==> config.mk <==
export PLATFORM = sky130hd
export DESIGN_NAME = mult_div_ctrl
export DESIGN_NICKNAME = d
export VERILOG_FILES = /design/src/rtl/mult_div_ctrl.sv
export SDC_FILE = /design/constraint.sdc
export NUM_CORES = 1
export LEC_CHECK = 0
export ABC_AREA = 1
export BUFFER_PORTS_ARGS = -buffer_cell sky130_fd_sc_hd__clkbuf_2
export CAP_MARGIN = 40
export CORE_ASPECT_RATIO = 1.4
export CORE_MARGIN = 2
export CORE_UTILIZATION = 55
export DETAILED_ROUTE_END_ITERATION = 16
export PLACE_DENSITY = 0.81
export SYNTH_ARGS = -nofsm -noshare
export SYNTH_HDL_FRONTEND = slang
export SYNTH_SLANG_ARGS = --single-unit
==> constraint.sdc <==
create_clock -name clk -period 7.7 [get_ports clk]
set_input_delay 1.54 -clock clk [delete_from_list [all_inputs] [get_ports clk]]
set_output_delay 1.54 -clock clk [all_outputs]
set_load 0.01 [all_outputs]
==> src/rtl/mult_div_ctrl.sv <==
// Multi-cycle MIPS MULT/MULTU/DIV/DIVU controller that owns the HI/LO pair.
// Operands are converted to magnitudes on accept. One shared add/subtract
// datapath runs WIDTH iterations: shift-add for multiply, restoring division
// for divide. Signs are applied in a final fix-up cycle before HI/LO are written.
module mult_div_ctrl #(
    parameter int WIDTH = 32,
    parameter int CNT_W = 6
) (
    input  logic             clk,
    input  logic             rst_n,
    input  logic             start,
    input  logic [1:0]       op,
    input  logic [WIDTH-1:0] inpA,
    input  logic [WIDTH-1:0] inpB,
    input  logic             flush,
    input  logic             hi_we,
    input  logic             lo_we,
    input  logic [WIDTH-1:0] wdata,
    output logic             busy,
    output logic             done,
    output logic             div_by_zero,
    output logic [WIDTH-1:0] hi,
    output logic [WIDTH-1:0] lo
);

    localparam int AW = WIDTH + 2;  // datapath width: WIDTH+1 magnitude bits plus a borrow bit
    localparam logic [WIDTH-1:0]   ONE_W    = {{(WIDTH-1){1'b0}}, 1'b1};
    localparam logic [2*WIDTH-1:0] ONE_2W   = {{(2*WIDTH-1){1'b0}}, 1'b1};
    localparam logic [CNT_W-1:0]   CNT_ONE  = {{(CNT_W-1){1'b0}}, 1'b1};
    localparam logic [CNT_W-1:0]   CNT_LAST = CNT_W'(WIDTH - 1);

    typedef enum logic [1:0] {
        S_IDLE = 2'd0,
        S_RUN  = 2'd1,
        S_FIX  = 2'd2
    } state_t;

    state_t               state_r, state_s;
    logic                 is_div_r, sign_a_r, sign_b_r;
    logic [WIDTH-1:0]     mcand_r;      // multiplicand magnitude or divisor magnitude
    logic [2*WIDTH-1:0]   acc_r;        // {acc_hi, acc_lo}; for divide {remainder, quotient}
    logic [CNT_W-1:0]     cnt_r;
    logic [WIDTH-1:0]     hi_r, lo_r;
    logic                 busy_r, done_r, dbz_r;

    logic                 accept_s, step_s, finish_s;
    logic [AW-1:0]        alu_a_s, alu_b_s, alu_y_s;
    logic                 alu_sub_s;
    logic [WIDTH:0]       shifted_s;
    logic [2*WIDTH-1:0]   acc_next_s;
    logic [2*WIDTH-1:0]   prod_s;
    logic                 dbz_s;
    logic [WIDTH-1:0]     hi_res_s, lo_res_s;

    // Two's-complement negation of a WIDTH-bit value.
    function automatic logic [WIDTH-1:0] neg_w(input logic [WIDTH-1:0] x);
        return (~x) + ONE_W;
    endfunction

    // Magnitude of an operand: negated only when signed and negative.
    function automatic logic [WIDTH-1:0] mag_w(input logic [WIDTH-1:0] x, input logic is_signed);
        return (is_signed && x[WIDTH-1]) ? neg_w(x) : x;
    endfunction

    // State register.
    always_ff @(posedge clk or negedge rst_n) begin
        if (!rst_n) begin
            state_r <= S_IDLE;
        end else begin
            state_r <= state_s;
        end
    end

    // Next-state logic; flush always returns to IDLE.
    always_comb begin
        state_s = state_r;
        case (state_r)
            S_IDLE: begin
                if (start && !flush) state_s = S_RUN;
                else                 state_s = S_IDLE;
            end
            S_RUN: begin
                if (flush)                 state_s = S_IDLE;
                else if (cnt_r == CNT_LAST) state_s = S_FIX;
                else                       state_s = S_RUN;
            end
            S_FIX:   state_s = S_IDLE;
            default: state_s = S_IDLE;
        endcase
    end

    // FSM control decodes driving the datapath and result registers.
    always_comb begin
        accept_s = 1'b0;
        step_s   = 1'b0;
        finish_s = 1'b0;
        case (state_r)
            S_IDLE:  accept_s = start && !flush;
            S_RUN:   step_s   = !flush;
            S_FIX:   finish_s = !flush;
            default: begin
                accept_s = 1'b0;
                step_s   = 1'b0;
                finish_s = 1'b0;
            end
        endcase
    end

    // Shared add/subtract datapath and one iteration of multiply or divide.
    always_comb begin
        shifted_s = {acc_r[2*WIDTH-1:WIDTH], acc_r[WIDTH-1]};
        if (is_div_r) begin
            alu_sub_s = 1'b1;
            alu_a_s   = {1'b0, shifted_s};
            alu_b_s   = {2'b00, mcand_r};
        end else begin
            alu_sub_s = 1'b0;
            alu_a_s   = {2'b00, acc_r[2*WIDTH-1:WIDTH]};
            if (acc_r[0]) alu_b_s = {2'b00, mcand_r};
            else          alu_b_s = {AW{1'b0}};
        end
        if (alu_sub_s) alu_y_s = alu_a_s - alu_b_s;
        else           alu_y_s = alu_a_s + alu_b_s;

        if (!is_div_r) begin
            acc_next_s = {alu_y_s[WIDTH:0], acc_r[WIDTH-1:1]};
        end else if (!alu_y_s[AW-1]) begin
            acc_next_s = {alu_y_s[WIDTH-1:0], acc_r[WIDTH-2:0], 1'b1};
        end else begin
            acc_next_s = {shifted_s[WIDTH-1:0], acc_r[WIDTH-2:0], 1'b0};
        end
    end

    // Sign fix-up. A zero divisor leaves the quotient as all ones; the remainder
    // still takes the dividend sign, which reproduces the raw dividend.
    always_comb begin
        dbz_s = is_div_r && (mcand_r == {WIDTH{1'b0}});
        if (sign_a_r ^ sign_b_r) prod_s = (~acc_r) + ONE_2W;
        else                     prod_s = acc_r;
        if (is_div_r) begin
            if (sign_a_r) hi_res_s = neg_w(acc_r[2*WIDTH-1:WIDTH]);
            else          hi_res_s = acc_r[2*WIDTH-1:WIDTH];
            if ((sign_a_r ^ sign_b_r) && !dbz_s) lo_res_s = neg_w(acc_r[WIDTH-1:0]);
            else                                 lo_res_s = acc_r[WIDTH-1:0];
        end else begin
            hi_res_s = prod_s[2*WIDTH-1:WIDTH];
            lo_res_s = prod_s[WIDTH-1:0];
        end
    end

    // Operand capture on accept and iteration state while running.
    always_ff @(posedge clk or negedge rst_n) begin
        if (!rst_n) begin
            is_div_r <= 1'b0;
            sign_a_r <= 1'b0;
            sign_b_r <= 1'b0;
            mcand_r  <= {WIDTH{1'b0}};
            acc_r    <= {(2*WIDTH){1'b0}};
            cnt_r    <= {CNT_W{1'b0}};
        end else if (accept_s) begin
            is_div_r <= op[1];
            sign_a_r <= op[0] && inpA[WIDTH-1];
            sign_b_r <= op[0] && inpB[WIDTH-1];
            cnt_r    <= {CNT_W{1'b0}};
            if (op[1]) begin
                mcand_r <= mag_w(inpB, op[0]);
                acc_r   <= {{WIDTH{1'b0}}, mag_w(inpA, op[0])};
            end else begin
                mcand_r <= mag_w(inpA, op[0]);
                acc_r   <= {{WIDTH{1'b0}}, mag_w(inpB, op[0])};
            end
        end else if (step_s) begin
            acc_r <= acc_next_s;
            cnt_r <= cnt_r + CNT_ONE;
        end else begin
            cnt_r <= (state_r == S_RUN) ? cnt_r : {CNT_W{1'b0}};
        end
    end

    // HI/LO, status outputs; MTHI/MTLO only land while not busy.
    always_ff @(posedge clk or negedge rst_n) begin
        if (!rst_n) begin
            hi_r   <= {WIDTH{1'b0}};
            lo_r   <= {WIDTH{1'b0}};
            busy_r <= 1'b0;
            done_r <= 1'b0;
            dbz_r  <= 1'b0;
        end else begin
            busy_r <= (state_s != S_IDLE);
            done_r <= finish_s;
            if (finish_s) begin
                hi_r  <= hi_res_s;
                lo_r  <= lo_res_s;
                dbz_r <= dbz_s;
            end else begin
                if (hi_we && !busy_r) hi_r <= wdata;
                if (lo_we && !busy_r) lo_r <= wdata;
            end
        end
    end

    assign busy        = busy_r;
    assign done        = done_r;
    assign div_by_zero = dbz_r;
    assign hi          = hi_r;
    assign lo          = lo_r;

endmodule
==> flow_summary.yaml <==
die:
  placeableCoreArea_sq_um: 30800
  die_y_um: 214
  floorplan.io_pins: 171
  fp.dieArea_sq_um: 32800
  core.rowCount: 76
  initial_cell_density_of_the_core_pct: 56.0
  die_width_um: 154
synthesis:
  ys_ff_latch: 174
  synthesis.nets: 3015
  synth-main-ff-cell: "dfrtp_1"
  synth_cell_type_count: 56
  netlist_area_sq_um: 17200
  post_synth_main_area_contributors: "dfrtp_1, nand2_1, o21ai_0, xor2_1, inv_1"
  synth_common_cells: "nand2_1, inv_1, nor2_1"
  post-synth-top-area-cell: "dfrtp_1"
  yosys_warnings: 0
  synth-edff-count: 0
  synth_area_per_inst_sq_um: 6.01
  sequential_element_share_of_the_synthesized_area_pct: 25.2
  count_leader_synth: "nand2_1"
  synthArstFlopShare_pct: 100
  syn_inst: 2872
  synth_largest_type_area_fraction_pct: 25.2
grt:
  first_global_vias: 19000
  gr-max-usage-layer: "met2"
  grt_max_degree: 101
  met3_track_demand_over_resource_pct: 6.71
  grt_overflow_total: 0
  initial_antenna_violation_count: 0
  grt.met2_usage_pct: 66.2
  grtUsageTotal_pct: 40.2
  wire_length_of_the_first_global_routing_pass_um: 103000
  gr-usage-met1_pct: 46.6
finish:
  antenna-diode-count: 0
  layout.area.seq_sq_um: 4360
  fillCellCount: 2980
  final_core_utilization_pct: 61.2
  syn_to_final_growth_pct: 9.36
  multiInputGateArea_sq_um: 11100
  finish.net_count: 3087
  drive_gt1_share_pct: 9.27
  layout.cells.non_filler: 3347
clock_tree:
  holdBufCountCts: 0
  clk_root_buffer_cell: "clkbuf_16"
  maximum_root_to_sink_buffer_count: 2
  clock_latency_ns: 0.47
  numCtsBuffers: 17
  cts_max_level: 4
  numClockSinks: 174
  cts_post_setup_buffers_inserted: 0
  cts_resized: 0
  cts_tree: "yes"
  clk_pin_slew_worst_setup_hold_paths_ns: 0.07
power:
  netsw_mw: 3.82
  p_seq_share_pct: 22.9
  p_sw_share_pct: 56.0
  share_comb_of_total_power_pct: 63.7
  finalPower_mw: 6.82
  irDropWorstVdd_mv: 0.168
  power.density_nw_per_um2: 361
  clock_power_share_pct: 13.5
  p_int_mw: 3.00
  p_leak_nw: 9.49
setup_path:
  path_max_fanout: 89
  r2r.worst_path.cells: 28
  crit_arrival_ns: 5.33
  timing.critical_path.slowest_cell_delay_ns: 0.59
  timing.critical_path.slowest_stage_cell: "dfrtp_4"
  timing.critical_path.mode_cell: "nand2_1"
  critPathKind: "flip-flop to flip-flop"
  reg2reg_from: "is_div_r"
  cp.required_ns: 8.10
  startpoint_type: "flip-flop"
  worst_setup_path_end_kind: "flip-flop"
  r2r_setup_slack_ns: 2.77
  worstReg2RegEnd: "acc_r[37]"
status:
  run_status: "finished clean"
worst_hold_path:
  hold_path.startpoint: "hi[7]"
  timing.hold.worst_path_depth: 2
  min_path_type: "flip-flop to flip-flop"
  terminating_pin_of_the_worst_hold_path: "hi[7]"
detailed_routing:
  routed_wire_length_per_instance_um: 20.0
  dr.pass1.iters: 8
  postRouteWirelength_um: 66800
  drt_iter0_drc: 2202
  drcViolationCount: 0
  vias: 19900
  via_per_inst: 5.94
  ant_nets: 0
timing:
  timing.final.hold_violations: 0
  tightest_slew_ns: 0.900
  finalSetupViolations: 0
  fin_worst_skew_ns: 0.0107
  final_min_period_over_clock_period_pct: 64.1
  headroom_to_the_max_slew_limit_pct: 39.9
  final_max_slew_viol_count: 0
  max_freq_mhz: 203
  finalHoldWorstSlack_ns: 0.505
  min_cycle_time_layout_ns: 4.93
  timing.setup.tns_ns: 0
  rsz0062_at_grt: "false"
placed_design:
  post-place-cells: 3315
  place_congestion: 1.09
  dpl.hpwl_um: 52100
  io_buffer_count: 170
run:
  cap_violations: 0
[logic make-up (layout without fill, tap and decap cells)]
logic type | after synthesis | count (layout) | synth area share, %
DFF | 174 | 174 | 25.2
buffers and inverters | 466 | 551 | 10.5
xor gates and xnor gates | 158 | 158 | 8.02
AOI/OAI and AO/OA | 546 | 546 | 17.8
adders and majority gates | 39 | 39 | 2.87
and+or+nand+nor | 1486 | 1486 | 35.4
muxes | 3 | 3 | 0.174
[layout make-up]
cell class	instances	share of cell area, %
clock inverter	14	0.836
inverter	329	6.59
sequential	174	23.1
clock buffer	18	2.33
multi-input combinational	2232	58.9
tap	390	2.59
timing repair buffer	190	5.67
[flip-flops by register name, indices dropped and copies added (netlist names)]
register and cells:
acc_r 64, done 1, div_by_zero 1, hi 32
is_div_r 1, state_r 2, sign_b_r 1, lo 32
busy 1, sign_a_r 1, mcand_r 32, cnt_r 6
[layout by cell type, fill, tap and decap left out, types with 4 or more instances in the layout]
master	netlist	final
clkbuf_2	1	169
nor4_1	11	11
nand2_1	908	908
xor2_1	139	139
o21ai_1	20	20
nand2_4	6	6
a31oi_1	20	20
nor2_2	9	10
xnor2_1	19	19
inv_2	16	16
a21oi_1	121	121
dfrtp_1	174	173
clkbuf_16	0	17
o21bai_1	15	15
nor3_1	39	39
nand4_1	26	26
o221ai_1	5	5
nand3_1	174	173
a21o_1	4	4
o211ai_1	49	49
clkinv_4	0	4
nor2_1	291	287
nor2_4	1	4
a22oi_1	28	28
nand2_2	7	7
inv_1	310	310
ha_1	38	38
buf_4	6	15
o21ai_0	267	267
[power groups by stage]
| stage | clock [mW] | sequential, mW | combinational (mW) |
|---|---|---|---|
| 4_1_cts | 0.913 | 1.53 | 4.22 |
| 5_1_grt | 0.949 | 1.57 | 4.79 |
| 3_3_place_gp | 0 | 1.55 | 4.11 |
| 2_1_floorplan | 0 | 1.34 | 3.12 |
| 6_report | 0.918 | 1.56 | 4.34 |
| 3_5_place_dp | 0 | 1.55 | 4.20 |
[critical path: cells and delay by family, from the launching register on]
kind                       cells  cell delay [ns]
adders and majority gates      2             0.52
xor gates and xnor gates       1             0.16
buffers and inverters          5             0.88
AOI/OAI and AO/OA              2             0.35
DFF                            1             0.59
and+or+nand+nor               18             2.34
[routing by layer]
layer,vias to the layer above,wire [um]
met4,0,5970
li1,9406,-
met1,9118,24300
met2,1098,30900
met5,-,0
met3,251,5710
[through the flow]
| stage | setup slack (ns) | area (sq um) |
|---|---|---|
| after CTS | 2.81 | 18900 |
| after global routing | 2.34 | 18900 |
| after floorplan | 3.82 | 17200 |
| after global placement | 2.60 | 18200 |
| final | 2.77 | 18900 |
| after detailed placement | 2.85 | 18300 |
[how the worst max path moves through the flow]
stage          startpoint         to  slack, ns  cells past startpoint
6_report         is_div_r  acc_r[37]       2.77                     28
5_1_grt          is_div_r  acc_r[37]       2.34                     26
4_1_cts          is_div_r  acc_r[37]       2.81                     28
3_5_place_dp     is_div_r  acc_r[40]       2.85                     28
3_3_place_gp     is_div_r  acc_r[48]       2.60                     27
2_1_floorplan    is_div_r  acc_r[33]       3.82                     29
(Power assumes the default switching activity.)
